==> src/rtl/mem_access.sv <==
// mem_access: memory stage of the pipeline. Takes one uop from execute,
// passes ALU results straight to writeback, and runs loads/stores over a
// simple request/grant data-memory bus. Misaligned or illegal memory uops
// are not sent to the bus; they retire with wb_exc set.
//
// Handshakes:
//   upstream : a uop is taken only when exe_valid=1, system_stall=0 and the
//              stage is IDLE (mem_stall=0). While mem_stall=1 the upstream
//              stage must hold its uop.
//   bus      : dmem_req rises the cycle after capture and stays high, with
//              dmem_we/addr/be/wdata stable, up to and including the cycle
//              dmem_gnt=1. Read data is taken on the first dmem_rvalid=1
//              seen in WAIT; rvalid in any other state is ignored.
//   writeback: wb_valid is a one-cycle registered pulse; wb_data and
//              wb_rd_addr keep their last values while wb_valid=0.
module mem_access #(
    parameter int DATA_WIDTH = 32,
    parameter int ADDR_WIDTH = 32
) (
    input  logic                  clk,
    input  logic                  reset,
    input  logic                  system_stall,
    input  logic                  exe_valid,
    input  logic                  uop_is_mem,
    input  logic                  mem_is_store,
    input  logic [2:0]            funct3,
    input  logic [DATA_WIDTH-1:0] Execution_Result,
    input  logic [ADDR_WIDTH-1:0] Mem_addr,
    input  logic [DATA_WIDTH-1:0] store_data,
    input  logic [4:0]            rd_addr,
    input  logic                  rd_wr_en,
    output logic                  mem_stall,
    output logic                  dmem_req,
    output logic                  dmem_we,
    output logic [ADDR_WIDTH-1:0] dmem_addr,
    output logic [3:0]            dmem_be,
    output logic [DATA_WIDTH-1:0] dmem_wdata,
    input  logic                  dmem_gnt,
    input  logic                  dmem_rvalid,
    input  logic [DATA_WIDTH-1:0] dmem_rdata,
    output logic                  wb_valid,
    output logic [DATA_WIDTH-1:0] wb_data,
    output logic [4:0]            wb_rd_addr,
    output logic                  wb_rd_wr_en,
    output logic                  wb_exc,
    output logic [1:0]            state_dbg
);

    typedef enum logic [1:0] {
        ST_IDLE = 2'd0,
        ST_REQ  = 2'd1,
        ST_WAIT = 2'd2
    } state_t;

    state_t state;
    state_t state_next;

    // Captured memory uop (held for the whole bus transaction)
    logic       is_store_q;
    logic [2:0] funct3_q;
    logic [1:0] addr_lo_q;
    logic [4:0] rd_addr_q;
    logic       rd_wr_en_q;
    logic [3:0] be_q;

    // Decode of the incoming uop
    logic                  accept;
    logic                  f3_legal;
    logic                  misaligned;
    logic                  mem_ok;
    logic                  mem_bad;
    logic [3:0]            be_calc;
    logic [DATA_WIDTH-1:0] wdata_calc;

    // Load return path
    logic [DATA_WIDTH-1:0] lane;
    logic [DATA_WIDTH-1:0] load_val;

    assign accept    = (state == ST_IDLE) && exe_valid && !system_stall;
    assign mem_ok    = uop_is_mem && f3_legal && !misaligned;
    assign mem_bad   = uop_is_mem && !(f3_legal && !misaligned);
    assign state_dbg = state;

    // Access legality and alignment of the incoming uop
    always_comb begin
        f3_legal   = 1'b0;
        misaligned = 1'b0;
        case (funct3)
            3'b000, 3'b001, 3'b010: f3_legal = 1'b1;
            3'b100, 3'b101:         f3_legal = !mem_is_store;
            default:                f3_legal = 1'b0;
        endcase
        case (funct3[1:0])
            2'b01:   misaligned = Mem_addr[0];
            2'b10:   misaligned = (Mem_addr[1:0] != 2'b00);
            default: misaligned = 1'b0;
        endcase
    end

    // Byte enables and lane-replicated store data for the incoming uop
    always_comb begin
        be_calc    = 4'b1111;
        wdata_calc = store_data;
        case (funct3[1:0])
            2'b00: begin
                be_calc    = 4'b0001 << Mem_addr[1:0];
                wdata_calc = {4{store_data[7:0]}};
            end
            2'b01: begin
                be_calc    = 4'b0011 << Mem_addr[1:0];
                wdata_calc = {2{store_data[15:0]}};
            end
            default: begin
                be_calc    = 4'b1111;
                wdata_calc = store_data;
            end
        endcase
    end

    // Select the addressed lane of the read word and extend it
    always_comb begin
        lane     = dmem_rdata >> {addr_lo_q, 3'b000};
        load_val = lane;
        case (funct3_q)
            3'b000:  load_val = {{24{lane[7]}}, lane[7:0]};
            3'b001:  load_val = {{16{lane[15]}}, lane[15:0]};
            3'b100:  load_val = {24'd0, lane[7:0]};
            3'b101:  load_val = {16'd0, lane[15:0]};
            default: load_val = lane;
        endcase
    end

    // FSM state register
    always_ff @(posedge clk or posedge reset) begin
        if (reset) begin
            state <= ST_IDLE;
        end else begin
            state <= state_next;
        end
    end

    // FSM next state and state-derived bus/stall outputs
    always_comb begin
        state_next = state;
        mem_stall  = 1'b0;
        dmem_req   = 1'b0;
        dmem_we    = 1'b0;
        dmem_be    = 4'b0000;
        case (state)
            ST_IDLE: begin
                if (accept && mem_ok) begin
                    state_next = ST_REQ;
                end
            end
            ST_REQ: begin
                mem_stall = 1'b1;
                dmem_req  = 1'b1;
                dmem_we   = is_store_q;
                dmem_be   = be_q;
                if (dmem_gnt) begin
                    state_next = is_store_q ? ST_IDLE : ST_WAIT;
                end
            end
            ST_WAIT: begin
                mem_stall = 1'b1;
                if (dmem_rvalid) begin
                    state_next = ST_IDLE;
                end
            end
            default: begin
                state_next = ST_IDLE;
            end
        endcase
    end

    // Capture a legal memory uop and its bus address/data
    always_ff @(posedge clk or posedge reset) begin
        if (reset) begin
            is_store_q <= 1'b0;
            funct3_q   <= 3'b000;
            addr_lo_q  <= 2'b00;
            rd_addr_q  <= 5'd0;
            rd_wr_en_q <= 1'b0;
            be_q       <= 4'b0000;
            dmem_addr  <= '0;
            dmem_wdata <= '0;
        end else if (accept && mem_ok) begin
            is_store_q <= mem_is_store;
            funct3_q   <= funct3;
            addr_lo_q  <= Mem_addr[1:0];
            rd_addr_q  <= rd_addr;
            rd_wr_en_q <= rd_wr_en && !mem_is_store;
            be_q       <= be_calc;
            dmem_addr  <= {Mem_addr[ADDR_WIDTH-1:2], 2'b00};
            dmem_wdata <= mem_is_store ? wdata_calc : '0;
        end
    end

    // Registered writeback: ALU pass-through, exceptions, store and load retire
    always_ff @(posedge clk or posedge reset) begin
        if (reset) begin
            wb_valid    <= 1'b0;
            wb_data     <= '0;
            wb_rd_addr  <= 5'd0;
            wb_rd_wr_en <= 1'b0;
            wb_exc      <= 1'b0;
        end else begin
            wb_valid <= 1'b0;
            if (accept && !uop_is_mem) begin
                wb_valid    <= 1'b1;
                wb_data     <= Execution_Result;
                wb_rd_addr  <= rd_addr;
                wb_rd_wr_en <= rd_wr_en && (rd_addr != 5'd0);
                wb_exc      <= 1'b0;
            end else if (accept && mem_bad) begin
                // Faulting address is reported in wb_data
                wb_valid    <= 1'b1;
                wb_data     <= Mem_addr;
                wb_rd_addr  <= rd_addr;
                wb_rd_wr_en <= 1'b0;
                wb_exc      <= 1'b1;
            end else if (state == ST_REQ && dmem_gnt && is_store_q) begin
                // Stores retire on grant; the word address is reported as data
                wb_valid    <= 1'b1;
                wb_data     <= dmem_addr;
                wb_rd_addr  <= rd_addr_q;
                wb_rd_wr_en <= 1'b0;
                wb_exc      <= 1'b0;
            end else if (state == ST_WAIT && dmem_rvalid) begin
                wb_valid    <= 1'b1;
                wb_data     <= load_val;
                wb_rd_addr  <= rd_addr_q;
                wb_rd_wr_en <= rd_wr_en_q && (rd_addr_q != 5'd0);
                wb_exc      <= 1'b0;
            end
        end
    end

endmodule

==> config.mk <==
export PLATFORM = sky130hd
export DESIGN_NAME = mem_access
export DESIGN_NICKNAME = d
export VERILOG_FILES = /design/src/rtl/mem_access.sv
export SDC_FILE = /design/constraint.sdc
export NUM_CORES = 1
export LEC_CHECK = 0
export ABC_CLOCK_PERIOD_IN_PS = 3840
export CAP_MARGIN = 20
export CORE_MARGIN = 10
export CORE_UTILIZATION = 39
export DETAILED_ROUTE_END_ITERATION = 16
export GPL_TIMING_DRIVEN = 1
export PLACE_DENSITY_LB_ADDON = 0.3
export SLEW_MARGIN = 20
export SYNTH_ARGS = -nofsm -noshare
export SYNTH_HDL_FRONTEND = slang
export SYNTH_SLANG_ARGS = --single-unit
==> constraint.sdc <==
create_clock -name clk -period 3.84 [get_ports clk]
set_clock_uncertainty 0.1 [all_clocks]
set_input_delay 0.768 -clock clk [delete_from_list [all_inputs] [get_ports clk]]
set_output_delay 0.768 -clock clk [all_outputs]
set_load 0.02 [all_outputs]
# After elaboration in Yosys (flattened, before gate mapping)
# Cells that the tools add are included.
# totals
reg_bits,120
out_inout_bits,113
word_cells,98
# op_classes
n_eq_ne,14
shift,3
mux,35
n_reduce_logical,32
# op_table
operator,n
32-bit 2-to-1 mux,5
32-bit case mux with 4 select lines,1
32-bit case mux with 2 select lines,1
32-bit by 5-bit right shift with 32-bit output,1
5-bit 2-to-1 mux,4
1-bit logical AND,15
1-bit 2-to-1 mux,15
"3-bit == test, second input constant",4
5-bit nonzero test,2
2-bit 2-to-1 mux,4
4-bit case mux with 2 select lines,1
"3-bit by 1-bit == test with 1-bit output, second input constant",2
3-bit zero test,2
2-bit case mux with 3 select lines,1
1-bit zero test,5
"2-bit by 1-bit == test with 1-bit output, second input constant",2
"2-bit == test, second input constant",2
2-bit zero test,2
4-bit 2-to-1 mux,1
"2-bit != test, second input constant",2
1-bit case mux with 2 select lines,2
4-bit nonzero test,1
2-bit OR reduction,2
"1-bit by 2-bit << shifter with 4-bit output, first input constant",1
6 further kinds,6

# Depth between registers and ports, before layout
# Gate-level depths: netlist of run 1.
# logic_depth
word_depth,9
depth_mapped,11

# Worst setup path before layout of run 1
# No wires, ideal clock.
# synth_timing
path_kind,input to register
startpoint,input funct3[0]
endpoint,register dmem_addr[10]
setup_ns,0.125
arrival_ns,2.431
path_slack_ns,1.184
stages,9
path_cell_list,inv_1 -> ha_1 -> o211a_1 -> a31oi_2 -> buf_4 -> nand4_2 -> buf_4 -> buf_6 -> mux2_4
# synth_between
elab_chain_cells,6
word_cells_on_any_way,15
# synth_rtl
item,line_no,text
from (decl),26,"input logic [2:0] funct3,"
3-bit by 1-bit == test with 1-bit output (tied with other cells),88,case (funct3)
3-bit OR reduction / 2-bit OR reduction (equally long branches),88,
1-bit case mux with 2 select lines,88,
1-bit logical AND,80,assign mem_ok = uop_is_mem && f3_legal && !misaligned;
1-bit logical AND *,80,
1-bit logical AND *,187,end else if (accept && mem_ok) begin
to (signal assigned),194,"dmem_addr <= {Mem_addr[ADDR_WIDTH-1:2], 2'b00};"
to (decl),35,"output logic [ADDR_WIDTH-1:0] dmem_addr,"
# Mark *: on every way between the ends. The rest lies on a longest branch, timed or not.
# A chain may end at the register's enable or synchronous reset.

# Worst setup path after layout of run 1
# layout_timing
startpoint,"register state[1], in the netlist state_dbg[1]"
endpoint,output dmem_be[0]
# layout_between
elab_chain_cells,2
# layout_rtl
item,line_no,text
from (decl),55,state_t state;
from (signal assigned),138,state <= state_next;
2-bit by 1-bit == test with 1-bit output,149,case (state)
4-bit 2-to-1 mux,149,
to (decl),36,"output logic [3:0] dmem_be,"
# Every way passes these cells.

==> metrics.md, run 1 <==
| Metric | Value |
|---|---|
| Status | complete, no violations |
| Vias per cell | 5.53 |
| Synthesized instance count | 689 |
| Final hold viol count | 0 |
| P_leak | roughly 4.4 nW |
| Routed WL | 25300 um |
| Post-synth EDFFs | 0 |
| Most common cell after layout, fill and taps aside | clkdlybuf4s50_1 |
| Critical Path Sink Type | output port |
| Internal power | 4.67 mW |
| First-pass GRT wire length | 39700 um |
| Largest net degree at the start of global routing | ~120 |
| Fin crit period | 3.05 ns |
| Hold WS | 0.375 ns |
| Seq pwr share | 29.9% |
| Initial core utilization | 39.5% |
| Syn Area/Cell | slightly below 10 um^2 |
| Root Buffer | clkbuf_16 |
| RSZ-0062 raised after global routing | no |
| Die Ht | 152 um |
| Routed vias | between 6000 and 7000 |
| WP data required | 2.97 ns |
| Critical Path Fanout Max | 10 |
| Max-cap violations | 0 |
| Vias in the first global route | around 6700 |
| Clock H-tree levels | 4 |
| DRC Markers | 0 |
| WS Path Type | register to output port |
| Total grt overflow | 0 |
| Initial drt markers | approximately 370 |
| Synth Register Bits | 120 |
| Initial antenna violation count | 0 |
| CTS Buffer Depth | 2 |
| Total GRT Usage | a little over a fifth |
| Peak supply drop | about 0.0004 V |
| Logic pwr share | between 40% and 50% |
| Setup tns final | 0 ns |
| Ports | around 260 |
| Final #Nets | 1077 |
| Area Overhead vs Synth | 49.8% |
| Endpoints failing setup | 0 |
| Synth unique cells | 58 |
| Share of post-route cells with drive strength above 1 | roughly 12% |
| Core area | 17200 um^2 |
| Reg clk slew, reported paths | around 0.060 ns |
| Antenna diode count | 0 |
| P_sw | about 2.8 mW |
| Postcts setup bufs | 0 |
| Die area | between 20000 and 25000 um^2 |
| Die Span X | about 150 um |
| Register area share after synthesis | between 40 and 50% |
| Routed Antenna Nets | 0 |
| Clock network fraction of design power | 23.1% |
| Max Slew Vio Count | 0 |
| Hold path cells | 2 |
| Final worst path period share | between 70 and 80% |
| Top FF cell, synth | dfrtp_1 |
| WL per Instance | ~22 um |
| PwrDens | between 700 and 800 nW/um^2 |
| CTS tree | built |
| Post-detail-place hpwl | ~19000 um |
| FMAX | 327 MHz |
| CTS buffer count | 17 |
| Measured slew at the worst slew-check pin | 0.672 ns |
| Switching share of total power | 37.6% |
| Clk_lat worst skew | about 0.42 ns |
| Synth async-reset ratio | 100% |
| Rel. slew slack | a little under three fifths |
| Number of port buffers | roughly 260 |
| Register-to-Register Path Depth | 7 |
| 1st-pass router iterations | 4 |
| Hold_buf cts | 0 |
| Gpl congestion | 0.871 |
| Most frequent cells in the layout | 255 x clkdlybuf4s50_1, 120 x dfrtp_1, 115 x nand2_1, 36 x nor2_1 |
| Worst EP arrival | ~2.2 ns |
| HP Class | register to register |
| Post-Synthesis Cell Area | 6790 um^2 |
| FP Rows | between 40 and 50 |
| Yosys warns | 0 |
| Tot Pwr | ~7.5 mW |
| Clk sinks | 120 |
| CP Launch Type | register |
| # resized after CTS | 0 |
==> worst max-delay path, cell delays in order (launching register included) <==
cell and delay, ns:
dfrtp_1 0.40, inv_1 0.11, ha_1 0.39, and2_1 0.24
clkdlybuf4s50_1 0.63
==> layout make-up <==
class                      count  area, um^2
multi-input combinational    484        3410
tap                          225         282
fill                        1502        7010
timing repair buffer         276        2740
clock buffer                  19         443
clock inverter                13         193
inverter                      27         105
sequential                   120        3000
==> power by group through the flow <==
| stage | Clock (mW) | Combinational [mW] | Sequential, mW |
|---|---|---|---|
| floorplan | 0 | 1.38 | 2.74 |
| global placement | 0 | 3.52 | 2.24 |
| detailed placement | 0 | 3.55 | 2.25 |
| CTS | 1.75 | 3.56 | 2.24 |
| global route | 1.80 | 3.77 | 2.32 |
| finish | 1.73 | 3.52 | 2.24 |
==> synthesized netlist by cell type, types with 6 or more instances <==
| cell | n | share of area (%) |
|---|---|---|
| nor2_1 | 37 | 2.0 |
| o21ai_1 | 13 | 0.96 |
| o211ai_1 | 24 | 2.7 |
| dfrtp_1 | 120 | 44 |
| o31ai_1 | 16 | 1.8 |
| mux2_2 | 15 | 2.5 |
| nand4b_1 | 6 | 0.77 |
| clkbuf_1 | 27 | 1.5 |
| nand3_1 | 9 | 0.66 |
| buf_2 | 21 | 1.5 |
| o221a_2 | 6 | 1.0 |
| nand2_1 | 115 | 6.4 |
| o221ai_1 | 8 | 1.0 |
| inv_1 | 26 | 1.4 |
| a31oi_1 | 6 | 0.55 |
| a22o_1 | 24 | 3.1 |
| o21ai_0 | 29 | 2.1 |
| and2_1 | 7 | 0.65 |
| ha_1 | 6 | 1.1 |
| mux2i_1 | 19 | 2.8 |
| mux2_4 | 29 | 6.4 |
| a21oi_1 | 19 | 1.4 |
| a22oi_1 | 23 | 2.5 |
| a211o_1 | 16 | 2.1 |
| buf_4 | 7 | 0.77 |
| a211oi_1 | 18 | 2.0 |
==> per-stage QoR <==
step           worst slack [ns]  cells  utilization (%)  area, um^2
5_1_grt                   0.591   1164             59.2       10200
4_1_cts                   0.735   1164             59.2       10200
6_report                  0.786   1164             59.2       10200
3_3_place_gp              0.463   1132             55.5        9530
3_5_place_dp              0.409   1132             55.5        9530
2_1_floorplan              1.18    690                -        6800
==> per-layer routing <==
| metal | track usage (%) | part of all wire (%) | vias up |
|---|---|---|---|
| met4 | 5.64 | 1.5 | 0 |
| li1 | - | - | 2997 |
| met1 | 26.0 | 41 | 3117 |
| met3 | 8.16 | 9.4 | 25 |
| met2 | 35.0 | 48 | 300 |
| met5 | 0 | 0 | - |
==> flip-flops by register name (all words and copies together) (netlist names) <==
name,count
rd_addr_q,5
wb_data,32
is_store_q,1
state_dbg,2
be_q,4
rd_wr_en_q,1
dmem_wdata,32
wb_rd_addr,5
addr_lo_q,2
wb_exc,1
wb_valid,1
dmem_addr,30
wb_rd_wr_en,1
funct3_q,3
==> kinds of logic (layout without fill, tap and decap cells) <==
logic type,count (synthesis),after routing,share of synthesized area [%]
DFF,120,120,44.2
buffers and inverters,86,335,5.86
other,1,2,0.0552
AOI/OAI and AO/OA,221,221,24.2
muxes,64,64,12.0
adders and majority gates,6,6,1.11
and+or+nand+nor,191,191,12.5
==> final timing paths <==
path / from / to / slack (ns)
setup / recovery: state_dbg[1] / dmem_be[0] / 0.79
hold / removal: dmem_wdata[14] / dmem_wdata[14] / 0.37
setup reg to reg: state_dbg[1] / wb_data[31] / 1.35
hold reg to reg: dmem_wdata[14] / dmem_wdata[14] / 0.37
max in group asynchronous: reset / dmem_addr[14] / 2.35
min in group asynchronous: reset / dmem_wdata[30] / 0.78
Note: power is estimated with default switching activity, not from simulation.
==> run 2: changes to the inputs <==
--- a/config.mk
+++ b/config.mk
@@ -5,7 +5,7 @@
 export SDC_FILE = /design/constraint.sdc
 export NUM_CORES = 1
 export LEC_CHECK = 0
-export ABC_CLOCK_PERIOD_IN_PS = 3840
+export ABC_CLOCK_PERIOD_IN_PS = 2500
 export CAP_MARGIN = 20
 export CORE_MARGIN = 10
 export CORE_UTILIZATION = 39
==> constraint.sdc (replaced) <==
create_clock -name clk -period 2.5 [get_ports clk]
set_clock_uncertainty 0.1 [all_clocks]
set_input_delay 0.5 -clock clk [delete_from_list [all_inputs] [get_ports clk]]
set_output_delay 0.5 -clock clk [all_outputs]
set_load 0.02 [all_outputs]
==> run 2 against run 1 <==
Compared with the run above:
- design area up 4.3%
- sequential share of layout area shrank 1.2 points
- global-route usage increased by 0.24 points
- largest cell class unchanged
- critical endpoint is now mem_stall
- sequential power grew 54%
- die area unchanged
- cell count increased by 3.6%
- critical path type unchanged
==> metrics.md, run 2 (synthesis gave the netlist of run 1 again) <==
| Metric | Value |
|---|---|
| Core area | 17200 um^2 (unchanged) |
| Number of port buffers | 255 (unchanged) |
| Initial drt markers | 403 (+9.2%) |
| Total GRT Usage | 21.7% (+0.24 points) |
| Register-to-Register Path Depth | 7 (unchanged) |
| Post-detail-place hpwl | 20100 um (+6.4%) |
| CP max stage delay | 0.60 ns (-0.03 ns) |
| Clk_lat worst skew | 0.42 ns (about the same) |
| DRC Markers | 0 (unchanged) |
| Largest registers | dmem_wdata x32, wb_data x32, dmem_addr x30 |
| First-pass GRT wire length | 40300 um (+1.6%) |
| Rel. slew slack | 60.3% (+5.1 points) |
| Vias in the first global route | 6825 (+2.5%) |
| Vias per cell | 5.43 (-1.8%) |
| Initial core utilization | 39.5% (unchanged) |
| Reg clk slew, reported paths | 0.06 ns (about the same) |
| Status | complete, no violations |
| FP Rows | 48 (unchanged) |
| RSZ-0062 raised after global routing | yes |
| Critical Path Fanout Max | 4 (-6) |
| Max-cap violations | 0 (unchanged) |
| Worst EP arrival | 1.82 ns (-0.37 ns) |
| Tot Pwr | 11.5 mW (+54%) |
| Critical path's slowest cell | clkdlybuf4s50_1 |
| Die area | 23100 um^2 (unchanged) |
| Die Span X | 152 um (unchanged) |
| CTS Buffer Depth | 2 (unchanged) |
| WL per Instance | 21.3 um (-2.0%) |
| CTS tree | built |
| Worst r2r src | state_dbg[1] |
| Final worst path period share | between 90 and 100% |
| Final #Nets | 1117 (+3.7%) |
| FMAX | around 410 MHz |
| Top delay family on crit path | buffers and inverters |
| Endpoints failing setup | 0 (unchanged) |
| Clk sinks | 120 (unchanged) |
| PwrDens | 1090 nW/um^2 (+47%) |
| P_leak | 4.65 nW (+5.8%) |
| CP cell instances | inv_1 > ha_1 > clkdlybuf4s50_1 |
| Routed WL | 25700 um (+1.6%) |
| 1st-pass router iterations | 5 (+1) |
| WS Path Type | register to output port |
| Fin crit period | 2.42 ns |
| Design Area, Final | 10600 um^2 (+4.3%) |
| Share of post-route cells with drive strength above 1 | 16.3% (+3.9 points) |
| Max Slew Vio Count | 0 (unchanged) |
| Routed Antenna Nets | 0 (unchanged) |
| Clock H-tree levels | 4 (unchanged) |
| DP Area | 9960 um^2 (+4.5%) |
| Final hold viol count | 0 (unchanged) |
| Gpl congestion | 0.860 (-1.3%) |
| Peak supply drop | 0.000613 V (+54%) |
| Critical Path Sink Type | output port |
| CP Launch Type | register |
| Measured slew at the worst slew-check pin | 0.595 ns (-0.0777 ns) |
| Die Ht | 152 um (unchanged) |
| Root Buffer | clkbuf_16 |
| WP data required | 1.90 ns (-1.07 ns) |
| HP Class | input pin to asynchronous set/reset pin |
| Largest net degree at the start of global routing | 40 (-67%) |
| Reg-to-Reg End | wb_data[18] |
| Total grt overflow | 0 (unchanged) |
| R2R setup slack | 0.20 ns (-1.15 ns) |
| Most common cell after layout, fill and taps aside | clkdlybuf4s50_1 |
| Routed vias | 6548 (+1.7%) |
| Initial antenna violation count | 3 (+3) |
| Most frequent cells in the layout | 249 x clkdlybuf4s50_1, 120 x dfrtp_1, 115 x nand2_1, 44 x buf_4, 36 x nor2_1 |
| Ports | 258 (unchanged) |
| CTS buffer count | 17 (unchanged) |
| CP bufs+invs | 2 (unchanged) |
| Area Overhead vs Synth | 56.3% |
| Hold_buf cts | 0 (unchanged) |
## run 2: cell count changes in the layout (fill, tap and decap cells not counted), moves of 2 or more
cell	delta
o31ai_1	-3
clkdlybuf4s50_1	-6
o31ai_2	+3
buf_4	+25
buf_6	+4
inv_6	-2
buf_12	+11
dlygate4sd2_1	+6
diode_2	+2
clkbuf_1	+3
## run 2: layout make-up
cell class,instances,area [um^2]
timing repair buffer,316,3180
sequential,120,3000
clock inverter,11,149
inverter,27,108
antenna,2,5.00
tap,225,282
clock buffer,21,440
multi-input combinational,484,3440
fill,1466,6570
## run 2: worst max-delay path by stage
stage | startpoint | to | depth (start not counted)
6_report | state_dbg[0] | mem_stall | 3
3_3_place_gp | funct3[0] | dmem_addr[24] | 9
2_1_floorplan | funct3[0] | dmem_addr[10] | 9
5_1_grt | funct3[1] | state_dbg[1] | 10
3_5_place_dp | funct3[0] | wb_data[22] | 11
4_1_cts | funct3[0] | wb_data[22] | 11
## run 2: where the power goes
part	leakage [nW]	internal, mW	switching (mW)	total [mW]
combinational	2.87	2.83	2.80	5.63
sequential	1.50	2.80	0.638	3.44
clock	0.278	1.57	0.901	2.47
## run 2: per-layer routing
| metal | wire [um] | vias to the layer above | track usage, % |
|---|---|---|---|
| met1 | 10700 | 3148 | 26.5 |
| met4 | 363 | 0 | 5.36 |
| met5 | 0 | - | 0 |
| met2 | 12300 | 285 | 35.3 |
| li1 | - | 3095 | - |
| met3 | 2400 | 20 | 8.19 |
## run 2: per-stage QoR
step                instances  setup WS (ns)  hold WS (ns)  util [%]  TNS [ns]
floorplan                 690          0.112         0.341         -         0
global placement         1171         -0.311         0.358      58.0    -28.85
detailed placement       1171         -0.359         0.362      58.0    -33.39
finish                   1206         0.0789         0.365      61.8         0
CTS                      1203         0.0852         0.363      61.4         0
global route             1204        -0.0264         0.394      61.7   -0.0645
## run 2: repair_timing
action                     CTS  global route
cloned                       0             0
setup endpoints to repair    6            45
resized for setup            7            11
setup buffers                0             1
pin swaps                    0             1
## run 2: worst reg2reg max path, delay by kind of cell, from the launching register on
kind                     cells  cell delay (ns)
AO/OA/AOI/OAI                2             0.22
AND/OR/NAND/NOR              2             0.82
buffers and inverters        2             0.42
adder cells (fa/ha/maj)      1             0.27
flip-flops                   1             0.39
